File: src/rtl/hazard_ctrl.sv
// hazard_ctrl: pipeline sequencer for the 3-stage core (F | DE | MW).
// Drives the PC enable and the enable/flush controls of the F/DE and DE/MW
// pipeline registers. It detects load-use and ALU-use hazards, freezes the
// pipeline while data memory is busy, squashes wrong-path fetches, counts
// stall cycles and flags memory timeouts.
//
// Ports
//   clk, rst          clock, synchronous active-high reset
//   rs1_de_i/rs2_de_i DE-stage source registers
//   rd_mw_i           MW-stage destination register
//   reg_wr_mw_i       MW instruction writes rd
//   is_load_mw_i      MW instruction is a load
//   br_taken_de_i     DE resolved a taken branch/jump
//   dmem_req_mw_i     MW issues a data-memory access
//   dmem_ready_i      data memory completes the access this cycle
//   en_pc_o           PC load enable
//   en_f_de_o         F/DE enable, flush_f_de_o loads a NOP
//   en_de_mw_o        DE/MW enable, flush_de_mw_o loads a bubble
//   fwd_a_o/fwd_b_o   select the MW ALU result for operand A/B
//   stall_cnt_o       saturating count of cycles with en_pc_o low
//   mem_err_o         sticky flag: memory wait exceeded MEM_TIMEOUT
//
// The enable/flush/forward outputs must act in the same cycle as the hazard
// they respond to, so they are combinational decodes of the current inputs;
// stall_cnt_o and mem_err_o come straight from registers.
module hazard_ctrl #(
    parameter int unsigned MEM_TIMEOUT = 255,
    parameter int unsigned CNT_W       = 32
) (
    input  logic             clk,
    input  logic             rst,
    input  logic [4:0]       rs1_de_i,
    input  logic [4:0]       rs2_de_i,
    input  logic [4:0]       rd_mw_i,
    input  logic             reg_wr_mw_i,
    input  logic             is_load_mw_i,
    input  logic             br_taken_de_i,
    input  logic             dmem_req_mw_i,
    input  logic             dmem_ready_i,
    output logic             en_pc_o,
    output logic             en_f_de_o,
    output logic             flush_f_de_o,
    output logic             en_de_mw_o,
    output logic             flush_de_mw_o,
    output logic             fwd_a_o,
    output logic             fwd_b_o,
    output logic [CNT_W-1:0] stall_cnt_o,
    output logic             mem_err_o
);

    localparam int unsigned WAIT_W = (MEM_TIMEOUT < 1) ? 1 : $clog2(MEM_TIMEOUT + 1);

    typedef enum logic [1:0] {
        ST_RUN        = 2'd0,
        ST_LOAD_STALL = 2'd1,
        ST_MEM_WAIT   = 2'd2
    } state_e;

    state_e             state_q, state_d;
    logic [WAIT_W-1:0]  wait_cnt_q, wait_cnt_d;
    logic [CNT_W-1:0]   stall_cnt_q, stall_cnt_d;
    logic               mem_err_q, mem_err_d;

    logic dep1, dep2, load_use, mem_stall;
    logic en_pc, en_f_de, flush_f_de, en_de_mw, flush_de_mw, fwd_a, fwd_b;

    // Hazard terms; x0 is never a real dependency.
    always_comb begin
        dep1      = reg_wr_mw_i && (rd_mw_i != 5'd0) && (rd_mw_i == rs1_de_i);
        dep2      = reg_wr_mw_i && (rd_mw_i != 5'd0) && (rd_mw_i == rs2_de_i);
        load_use  = is_load_mw_i && (dep1 || dep2);
        mem_stall = dmem_req_mw_i && !dmem_ready_i;
    end

    // State register and counters.
    always_ff @(posedge clk) begin
        if (rst) begin
            state_q     <= ST_RUN;
            wait_cnt_q  <= '0;
            stall_cnt_q <= '0;
            mem_err_q   <= 1'b0;
        end else begin
            state_q     <= state_d;
            wait_cnt_q  <= wait_cnt_d;
            stall_cnt_q <= stall_cnt_d;
            mem_err_q   <= mem_err_d;
        end
    end

    // Next state, pipeline controls and counter updates.
    always_comb begin
        state_d     = state_q;
        wait_cnt_d  = '0;
        en_pc       = 1'b1;
        en_f_de     = 1'b1;
        flush_f_de  = 1'b0;
        en_de_mw    = 1'b1;
        flush_de_mw = 1'b0;
        fwd_a       = dep1 && !is_load_mw_i;
        fwd_b       = dep2 && !is_load_mw_i;

        // LOAD_STALL lasts one cycle and otherwise behaves exactly like RUN.
        // The cycle that leaves MEM_WAIT also follows RUN rules, so a load
        // completing under a dependent DE instruction still gets its bubble.
        unique case (state_q)
            ST_MEM_WAIT: begin
                if (mem_stall) begin
                    state_d = ST_MEM_WAIT;
                    if (wait_cnt_q != WAIT_W'(MEM_TIMEOUT)) begin
                        wait_cnt_d = WAIT_W'(wait_cnt_q + 1'b1);
                    end else begin
                        wait_cnt_d = wait_cnt_q;
                    end
                end else if (load_use) begin
                    state_d = ST_LOAD_STALL;
                end else begin
                    state_d = ST_RUN;
                end
            end
            default: begin
                if (mem_stall) begin
                    state_d = ST_MEM_WAIT;
                end else if (load_use) begin
                    state_d = ST_LOAD_STALL;
                end else begin
                    state_d = ST_RUN;
                end
            end
        endcase

        // Priority: memory freeze > load-use bubble > branch squash.
        if (mem_stall) begin
            en_pc    = 1'b0;
            en_f_de  = 1'b0;
            en_de_mw = 1'b0;
        end else if (load_use) begin
            en_pc       = 1'b0;
            en_f_de     = 1'b0;
            flush_de_mw = 1'b1;
        end else if (br_taken_de_i) begin
            flush_f_de = 1'b1;
        end

        if (rst) begin
            en_pc       = 1'b0;
            en_f_de     = 1'b0;
            en_de_mw    = 1'b0;
            flush_f_de  = 1'b1;
            flush_de_mw = 1'b1;
            fwd_a       = 1'b0;
            fwd_b       = 1'b0;
        end

        mem_err_d = mem_err_q || (wait_cnt_d == WAIT_W'(MEM_TIMEOUT));

        if (!en_pc && !(&stall_cnt_q)) begin
            stall_cnt_d = CNT_W'(stall_cnt_q + 1'b1);
        end else begin
            stall_cnt_d = stall_cnt_q;
        end
    end

    assign en_pc_o       = en_pc;
    assign en_f_de_o     = en_f_de;
    assign flush_f_de_o  = flush_f_de;
    assign en_de_mw_o    = en_de_mw;
    assign flush_de_mw_o = flush_de_mw;
    assign fwd_a_o       = fwd_a;
    assign fwd_b_o       = fwd_b;
    assign stall_cnt_o   = stall_cnt_q;
    assign mem_err_o     = mem_err_q;

endmodule

File: config.mk
export PLATFORM = sky130hd
export DESIGN_NAME = hazard_ctrl
export DESIGN_NICKNAME = d
export VERILOG_FILES = /design/src/rtl/hazard_ctrl.sv
export SDC_FILE = /design/constraint.sdc
export NUM_CORES = 1
export LEC_CHECK = 0
export CORE_MARGIN = 1
export CORE_UTILIZATION = 42
export CTS_CLUSTER_SIZE = 20
export DETAILED_ROUTE_END_ITERATION = 7
export GPL_TIMING_DRIVEN = 0
export PLACE_DENSITY = 0.73
export REMOVE_ABC_BUFFERS = 1
export SLEW_MARGIN = 10
export SYNTH_ARGS = -nofsm -noshare
export SYNTH_HDL_FRONTEND = slang
export SYNTH_SLANG_ARGS = --single-unit
File: constraint.sdc
create_clock -name clk -period 2.2 [get_ports clk]
set_clock_uncertainty 0.1 [all_clocks]
set_input_delay 0.44 -clock clk [delete_from_list [all_inputs] [get_ports clk]]
set_output_delay 0.44 -clock clk [all_outputs]
set_load 0.02 [all_outputs]
=== Word-level counts from Yosys, hierarchy flattened ===
Index checks and enable logic that the tools add are counted.

* Bits in registers: 43
* Latch bits: 0
* Bits in writable memories: 0
* Bits in read-only memories: 0
* Input port bits: 22
* Output and inout port bits: 40
* Memories kept: 0

* Add/sub/neg operators: 2
* $mul: 0
* Div/mod/pow operators: 0
* Order comparisons: 0
* Equal/unequal tests: 5
* Shift operators: 0
* Muxes and demuxes: 19
* Bitwise operators: 0
* Reductions and logical operators: 17

{| class="wikitable"
|+ Operators with widths
! cell !! count
|-
| $add A32 B1 Y32 const B || 1
|-
| $reduce_and A32 Y1 || 1
|-
| $mux W8 || 3
|-
| $mux W1 || 15
|-
| $eq A5 B5 Y1 || 2
|-
| $add A8 B1 Y8 const B || 1
|-
| $eq A8 B8 Y1 const B || 1
|-
| $logic_and A1 B1 Y1 || 8
|-
| $ne A8 B8 Y1 const B || 1
|-
| $reduce_bool A5 Y1 || 1
|-
| $logic_not A1 Y1 || 4
|-
| $eq A2 B2 Y1 const B || 1
|-
| $logic_or A1 B1 Y1 || 2
|-
| $mux W2 || 1
|-
| $reduce_or A2 Y1 || 1
|}

=== Longest topological paths before layout ===
Gate-level depths: netlist (run 1).

* Word-level depth: 10
* Mapped depth: 11

=== Worst setup path before layout (run 1) ===
OpenSTA, ideal clock, no wires.

* Path type: input-to-output
* Start point: in rd_mw_i[1]
* End point: out en_pc_o
* Arrival: 1,953 ps
* Required time: 1,660 ps
* Setup slack: -293 ps
* Cell stages on the path: 6
* Buffers on the path: 1
* Path through: or4_1 o21ai_1 nor2_1 o21ai_1 and2_1 buf_4

* Longest elaborated chain between the ends: 8
* Elaborated cells between the ends (all ways): 11
* Classes of those cells: eq/ne (2); mux (3); reduce/logical (6)

{| class="wikitable"
|+ RTL lines
! element !! line !! source
|-
| start, declared || 34 || <nowiki>input logic [4:0] rd_mw_i,</nowiki>
|-
| $reduce_bool A5 Y1 || 69, 70 ||
|-
| $logic_and A1 B1 Y1 || 69, 70 ||
|-
| $logic_and A1 B1 Y1 (on tied branches) || 69, 70 ||
|-
| $logic_or A1 B1 Y1 (*) || 71 || <nowiki>load_use = is_load_mw_i && (dep1 || dep2);</nowiki>
|-
| $logic_and A1 B1 Y1 (*) || 71 ||
|-
| $mux W1 (*) (3 in a row) || n/a ||
|-
| end, declared || 40 || <nowiki>output logic en_pc_o,</nowiki>
|}

Mark *: on every way between the ends. The rest lies on a longest branch, timed or not.

=== Worst setup path after layout (run 1) ===
* Start point: in rd_mw_i[4]
* End point: out flush_f_de_o

* Longest elaborated chain between the ends: 8
* Elaborated cells between the ends (all ways): 11
* Classes of those cells: eq/ne (2); mux (3); reduce/logical (6)

{| class="wikitable"
|+ RTL lines
! element !! line !! source
|-
| $reduce_bool A5 Y1 || 69, 70 ||
|-
| $logic_and A1 B1 Y1 || 69, 70 ||
|-
| $logic_and A1 B1 Y1 (on tied branches) || 69, 70 ||
|-
| $logic_or A1 B1 Y1 (*) || 71 ||
|-
| $logic_and A1 B1 Y1 (*) || 71 ||
|-
| $mux W1 (*) || 136 || <nowiki>end else if (load_use) begin</nowiki>
|-
| $mux W1 (*) || 132 || <nowiki>if (mem_stall) begin</nowiki>
|-
| $mux W1 (*) || 144 || <nowiki>if (rst) begin</nowiki>
|-
| end, declared || 42 || <nowiki>output logic flush_f_de_o,</nowiki>
|}

Marks and branches as above.

==> flow_summary.ini, run 1 <==
[routing]
drt-vias-per-instance = 5.72
drc = 0
totalWireLength_um = 7280
routedWlPerCell_um = 16.0
drtIter0Drc = 170
num_vias = 2610
drt-pass1-iter-count = 4
final_antenna_net_count = 0

[global_routing]
antenna_found_initial = 0
grt_max_degree = 34
use_met3 = 0.0512
grt_pass1_wl_um = 11300
met1_usage = 0.302
grt_use_total = 0.230
overflow = 0
first_global_vias = 2404
grt.busiest_layer = met2
grt.met2_usage = 0.366

[sta]
relSlewSlack = 0.654
max_freq_ghz = 0.444
tightestPinTransition_ps = 519
period_share = 1.02
period_minus_slack_ps = 2250
final-hold-violation-count = 0
setup_viol = 17
fin_ws_ps = -54.6
drv_slew = 0
grt_setup_unrepaired = yes

[worst_setup_path]
startpoint_type = input port
cp-endpoint = flush_f_de_o
r2r-start = stall_cnt_o[0]$_SDFFE_PP0P_
reg2reg_to = stall_cnt_o[4]$_SDFFE_PP0P_
startpoint = rd_mw_i[4]
worstPathArrival_ps = 1710
r2r_slack_ps = -30
crit_required_ps = 1660
path_class = input port to output pin
end_kind = output pin
r2r_cells = 8
cp_max_fo = 4

[synth]
synth_seq_cells = 43
syn_avg_cell_area_sq_um = 8.14
synth_edf_count = 0
synthFlopType = dfxtp_1
synth_compound_area_frac = 0.123
synth_fa_ha_area_frac = 0.0103
yosysUniqueCellTypes = 49
yosysSeqAreaShare = 0.353
synth-simple-area-share = 0.349
synth_top_family_by_area = simple AND/OR/NAND/NOR gates
async_reset_ff_frac = 0
synth_mux_area_frac = 0.0466
syn_area_sq_um = 2440
ys_warn_count = 0
synthCells = 300
synthXorXnorAreaFrac = 0.0718

[placement]
place_inst = 420
place_congestion = 0.853
io_buffers = 61
dp_hpwl_um = 4130

[floorplanning]
rows = 27
die_height_um = 78.2
core_region_area_sq_um = 5540
die_area_sq_um = 6120
start_util = 0.441
ios = 62
fp.dieW_um = 78.2

[clock_tree]
clk_latency_ps = 310
clkTransAtPathRegs_ps = 80
cts_tree = built
cts_buffers = 5
cts.path.max_buffers = 2
cts.sinks = 43
root_buffer = clkbuf_8
htree_levels = 2

[power_and_ir_drop]
peakVddDrop_v = 0.000212
comb_power_share = 0.187
internal-power_w = 0.00114
p_sw_w = 0.000457
p_clk_frac = 0.319
p_leak_nw = 1.33
swShare = 0.286
seq_power_share = 0.494
finalPower_w = 0.00160
powerDensity_nw_per_um2 = 421

[finish]
num-fill-cells = 448
diodes = 0
layoutNonFillerInstCount = 456
areaGrowthSynthToFinish_pct = 55.5
finish.net_count = 407
post-route-util = 0.685
drive_gt1_frac = 0.372

[outcome]
status = finished, violations left
violations = setup timing

[flow_run]
drv_cap = 0

[min_path]
hold_path_class = flop to flop
==> synth_stat cells (all sizes together) (8+ instances only) <==
| cell type | n | area, sq um |
|---|---|---|
| nor2 | 32 | 120 |
| mux2 | 8 | 93.8 |
| nor2b | 13 | 81.3 |
| nand4 | 10 | 77.6 |
| o21ai | 16 | 80.1 |
| nand2 | 21 | 78.8 |
| or4 | 10 | 75.1 |
| nand3 | 16 | 80.1 |
| dfxtp | 43 | 861 |
| xnor2 | 14 | 123 |
| or3 | 11 | 73.8 |
| nor3 | 8 | 40.0 |
| a21oi | 18 | 90.1 |
==> metrics by stage <==
stage	setup TNS, ps	hold slack [ps]	worst slack (ps)	area [sq um]
2_1_floorplan	-12740	409	-627	2350
3_3_place_gp	-82990	345	-2410	3050
3_5_place_dp	-43610	364	-1420	3080
4_1_cts	-227	380	-45.4	3550
5_1_grt	-2670	399	-140	3790
6_report	-395	371	-54.6	3790
==> power by group through the flow <==
stage               Combinational, W  Clock (W)  Sequential (W)
finish                      0.000298   0.000510        0.000790
global route                0.000317   0.000559        0.000791
CTS                         0.000255   0.000518        0.000790
detailed placement          0.000177          0        0.000818
global placement            0.000170          0        0.000818
floorplan                  0.0000708          0        0.000820
==> worst min-delay path by stage <==
stage | from | to | depth (start not counted)
final | mem_err_o$_SDFF_PP0_ | mem_err_o$_SDFF_PP0_ | 2
after global routing | mem_err_o$_SDFF_PP0_ | mem_err_o$_SDFF_PP0_ | 2
after CTS | mem_err_o$_SDFF_PP0_ | mem_err_o$_SDFF_PP0_ | 2
after detailed placement | mem_err_o$_SDFF_PP0_ | mem_err_o$_SDFF_PP0_ | 2
after global placement | mem_err_o$_SDFF_PP0_ | mem_err_o$_SDFF_PP0_ | 2
after floorplan | rst | stall_cnt_o[12]$_SDFFE_PP0P_ | 1
==> worst max-delay path, stage by stage <==
cell	delay [ps]
buf_8	100
buf_6	120
xnor2_2	140
nand3_2	120
nor3_4	320
o21ai_4	100
a31o_4	250
buf_6	120
==> registers in the layout (all words and copies together), names as in the netlist <==
| name | flops |
|---|---|
| mem_err_o | 1 |
| stall_cnt_o | 32 |
| state_q | 2 |
| wait_cnt_q | 8 |
==> logic make-up (layout without fill, tap and decap cells) <==
family                   after synthesis  in the layout
flip-flops                            43             43
buffers and inverters                 21            101
AO/OA/AOI/OAI                         51             51
multiplexers                          10             10
adder cells (fa/ha/maj)                2              2
AND/OR/NAND/NOR                      153            157
XOR/XNOR                              20             20
==> metal layers <==
metal  share of wire  wire (um)
met5               0          0
met4           0.017        123
met3           0.054        391
met2            0.49       3530
met1            0.44       3230
==> cell usage in the layout, fill, tap and decap left out, types with 4 or more instances in the layout <==
cell,instances
clkdlybuf4s50_1,36
nor2_1,28
dfxtp_1,28
buf_4,23
nand2_1,21
nand3_1,13
a21oi_1,12
nor2b_1,12
dfxtp_2,11
or3_1,10
xnor2_1,9
nand4_1,9
o21ai_0,9
buf_6,8
inv_1,7
mux2_2,6
dlygate4sd2_1,6
clkbuf_2,6
or4_4,5
or4_1,5
a21oi_2,5
clkbuf_8,5
xnor2_2,4
xor2_2,4
and2_4,4
and3_1,4
or2_4,4
o31ai_1,4
buf_2,4
dfxtp_4,4
==> timing repair <==
action,in CTS,in global routing
pin swaps,25,49
gates cloned,3,1
hold buffers,0,0
resized for setup,133,66
setup buffers,17,7
setup endpoints to repair,40,38
==> layout make-up <==
cell class | instances | area, sq um | share of cell area
Multi-Input combinational cell | 240 | 1920 | 0.507
Clock inverter | 2 | 12.5 | 0.00330
Inverter | 7 | 26.3 | 0.00692
Clock buffer | 6 | 72.6 | 0.0191
Timing Repair Buffer | 86 | 781 | 0.206
Sequential cell | 43 | 890 | 0.234
Tap cell | 72 | 90.1 | 0.0237
Note: power is estimated with default switching activity, not from simulation.
==> inputs of run 2 (changes only) <==
--- a/config.mk
+++ b/config.mk
@@ -5,12 +5,14 @@
 export SDC_FILE = /design/constraint.sdc
 export NUM_CORES = 1
 export LEC_CHECK = 0
+export CELL_PAD_IN_SITES_DETAIL_PLACEMENT = 0
+export CELL_PAD_IN_SITES_GLOBAL_PLACEMENT = 1
 export CORE_MARGIN = 1
-export CORE_UTILIZATION = 42
+export CORE_UTILIZATION = 32
 export CTS_CLUSTER_SIZE = 20
 export DETAILED_ROUTE_END_ITERATION = 7
 export GPL_TIMING_DRIVEN = 0
-export PLACE_DENSITY = 0.73
+export PLACE_DENSITY = 0.76
 export REMOVE_ABC_BUFFERS = 1
 export SLEW_MARGIN = 10
 export SYNTH_ARGS = -nofsm -noshare
==> run 2 against run 1 <==
The flow still finishes with violations (setup timing). Worst hold slack worse by 4.8 ps. Sequential power hardly changed. Final area rose by 0.79%. Cell count grew 5.7%. Core utilization down 16 points. Register-to-register slack about the same. Routed wire length decreased by 1.5%. Die area is 30% higher. Sequential share of layout area shrank 0.053 points. Via count down 3.1%. Global-route usage decreased by 4.5 points. Non-clock buffer count grew 3. Critical path type unchanged. Highest routed layer unchanged.
==> flow_summary.ini, run 2 (synthesis results as in run 1) <==
[outcome]
status = finished, violations left
violations = setup timing

[finish]
final_common_cell = clkdlybuf4s50_1
diodes = 0
finish.net_count = 408
final_cell_mix = 35 x clkdlybuf4s50_1, 30 x dfxtp_1, 28 x nor2_1
areaGrowthSynthToFinish_pct = 56.7
num-fill-cells = 684
largest_reg_flops = 32
drive_gt1_frac = 0.352
layoutNonFillerInstCount = 482

[placement]
place_congestion = 0.766
post-place-ws_ps = -1490
place_inst = 447
dp_hpwl_um = 4400
io_buffers = 61

[routing]
drt-pass1-iter-count = 5
totalWireLength_um = 7170
routedWlPerCell_um = 14.9
drc = 0
num_vias = 2528
drt-vias-per-instance = 5.24
final_antenna_net_count = 0
drtIter0Drc = 104

[sta]
period_share = 1.02
max_freq_ghz = 0.445
drv_slew = 0
period_minus_slack_ps = 2250
final-hold-violation-count = 0
setup_viol = 8
grt_setup_unrepaired = yes
fin_ws_ps = -48.2
relSlewSlack = 0.690
tightestPinTransition_ps = 464

[worst_setup_path]
path_class = input port to output pin
worst-path-buf-inv = 4
crit_slowest_cell = or4_4
startpoint_type = input port
cp_max_fo = 3
crit_required_ps = 1660
worstPathArrival_ps = 1710
max_stage_delay_ps = 520
path_cells = buf_6 > or4_4 > o21ai_4 > buf_4 > buf_6 > nor4b_4 > buf_4
critical-path-top-delay-family = simple AND/OR/NAND/NOR gates
end_kind = output pin

[floorplanning]
ios = 62
die_area_sq_um = 7980
die_height_um = 89.3
start_util = 0.333
core_region_area_sq_um = 7330
fp.dieW_um = 89.3
rows = 31

[global_routing]
overflow = 0
antenna_found_initial = 0
grt_max_degree = 36
grt_use_total = 0.185
first_global_vias = 2314
grt_pass1_wl_um = 11400

[min_path]
hold_path_class = flop to flop

[clock_tree]
cts.path.max_buffers = 2
holdBufCountCts = 0
clkTransAtPathRegs_ps = 80
htree_levels = 2
cts_tree = built
clk_latency_ps = 290
root_buffer = clkbuf_8
cts_buffers = 5
cts.sinks = 43

[flow_run]
drv_cap = 0

[power_and_ir_drop]
powerDensity_nw_per_um2 = 411
peakVddDrop_v = 0.000283
p_leak_nw = 1.34
run 2: final timing paths:
path | cells past startpoint | slack (ps) | from | endpoint
worst max register to register | 9 | -30 | stall_cnt_o[0]$_SDFFE_PP0P_ | stall_cnt_o[3]$_SDFFE_PP0P_
worst max-delay path | 7 | -50 | rd_mw_i[2] | fwd_b_o
worst min register to register | 2 | 370 | mem_err_o$_SDFF_PP0_ | mem_err_o$_SDFF_PP0_
worst min-delay path | 2 | 370 | mem_err_o$_SDFF_PP0_ | mem_err_o$_SDFF_PP0_
run 2: worst min-delay path, cell delays in order, from the launching register on:
cell and delay [ps]:
dfxtp_1 320, inv_1 50, o32ai_1 50
run 2: report_power, final:
group	total (W)	leakage (nW)	internal [W]	switching, W
sequential	0.000787	0.355	0.000780	0.00000689
clock	0.000475	0.0371	0.000212	0.000262
combinational	0.000309	0.950	0.000146	0.000163
run 2: area by class of cell:
| type | instances | area (sq um) | area share |
|---|---|---|---|
| Multi-Input combinational cell | 238 | 1880 | 0.492 |
| Tap cell | 99 | 124 | 0.0324 |
| Inverter | 7 | 26.3 | 0.00687 |
| Sequential cell | 43 | 895 | 0.234 |
| Timing Repair Buffer | 89 | 825 | 0.216 |
| Clock buffer | 6 | 72.6 | 0.0190 |
run 2: what timing repair did:
item	in CTS	in global routing
buffers inserted	19	9
gates resized for setup	148	51
cloned	2	0
pin swaps	31	35
endpoints found under the setup margin	40	35
run 2: per-layer routing:
| metal | global-route usage | share of wire | up-vias |
|---|---|---|---|
| li1 | - | - | 1247 |
| met1 | 0.250 | 0.48 | 1215 |
| met2 | 0.313 | 0.47 | 59 |
| met3 | 0.0314 | 0.046 | 7 |
| met4 | 0.0303 | 0.0088 | 0 |
| met5 | 0 | 0 | - |
run 2: stage by stage:
step	cell area (sq um)	setup TNS, ps	power (W)	hold WS, ps	utilization
after CTS	3590	-614	0.00155	371	0.490
after detailed placement	3100	-46920	0.000998	355	0.423
final	3820	-229	0.00157	367	0.522
after global routing	3820	-1580	0.00164	385	0.522
after floorplan	2350	-12740	0.000891	409	-
after global placement	3090	-89020	0.000993	349	0.421
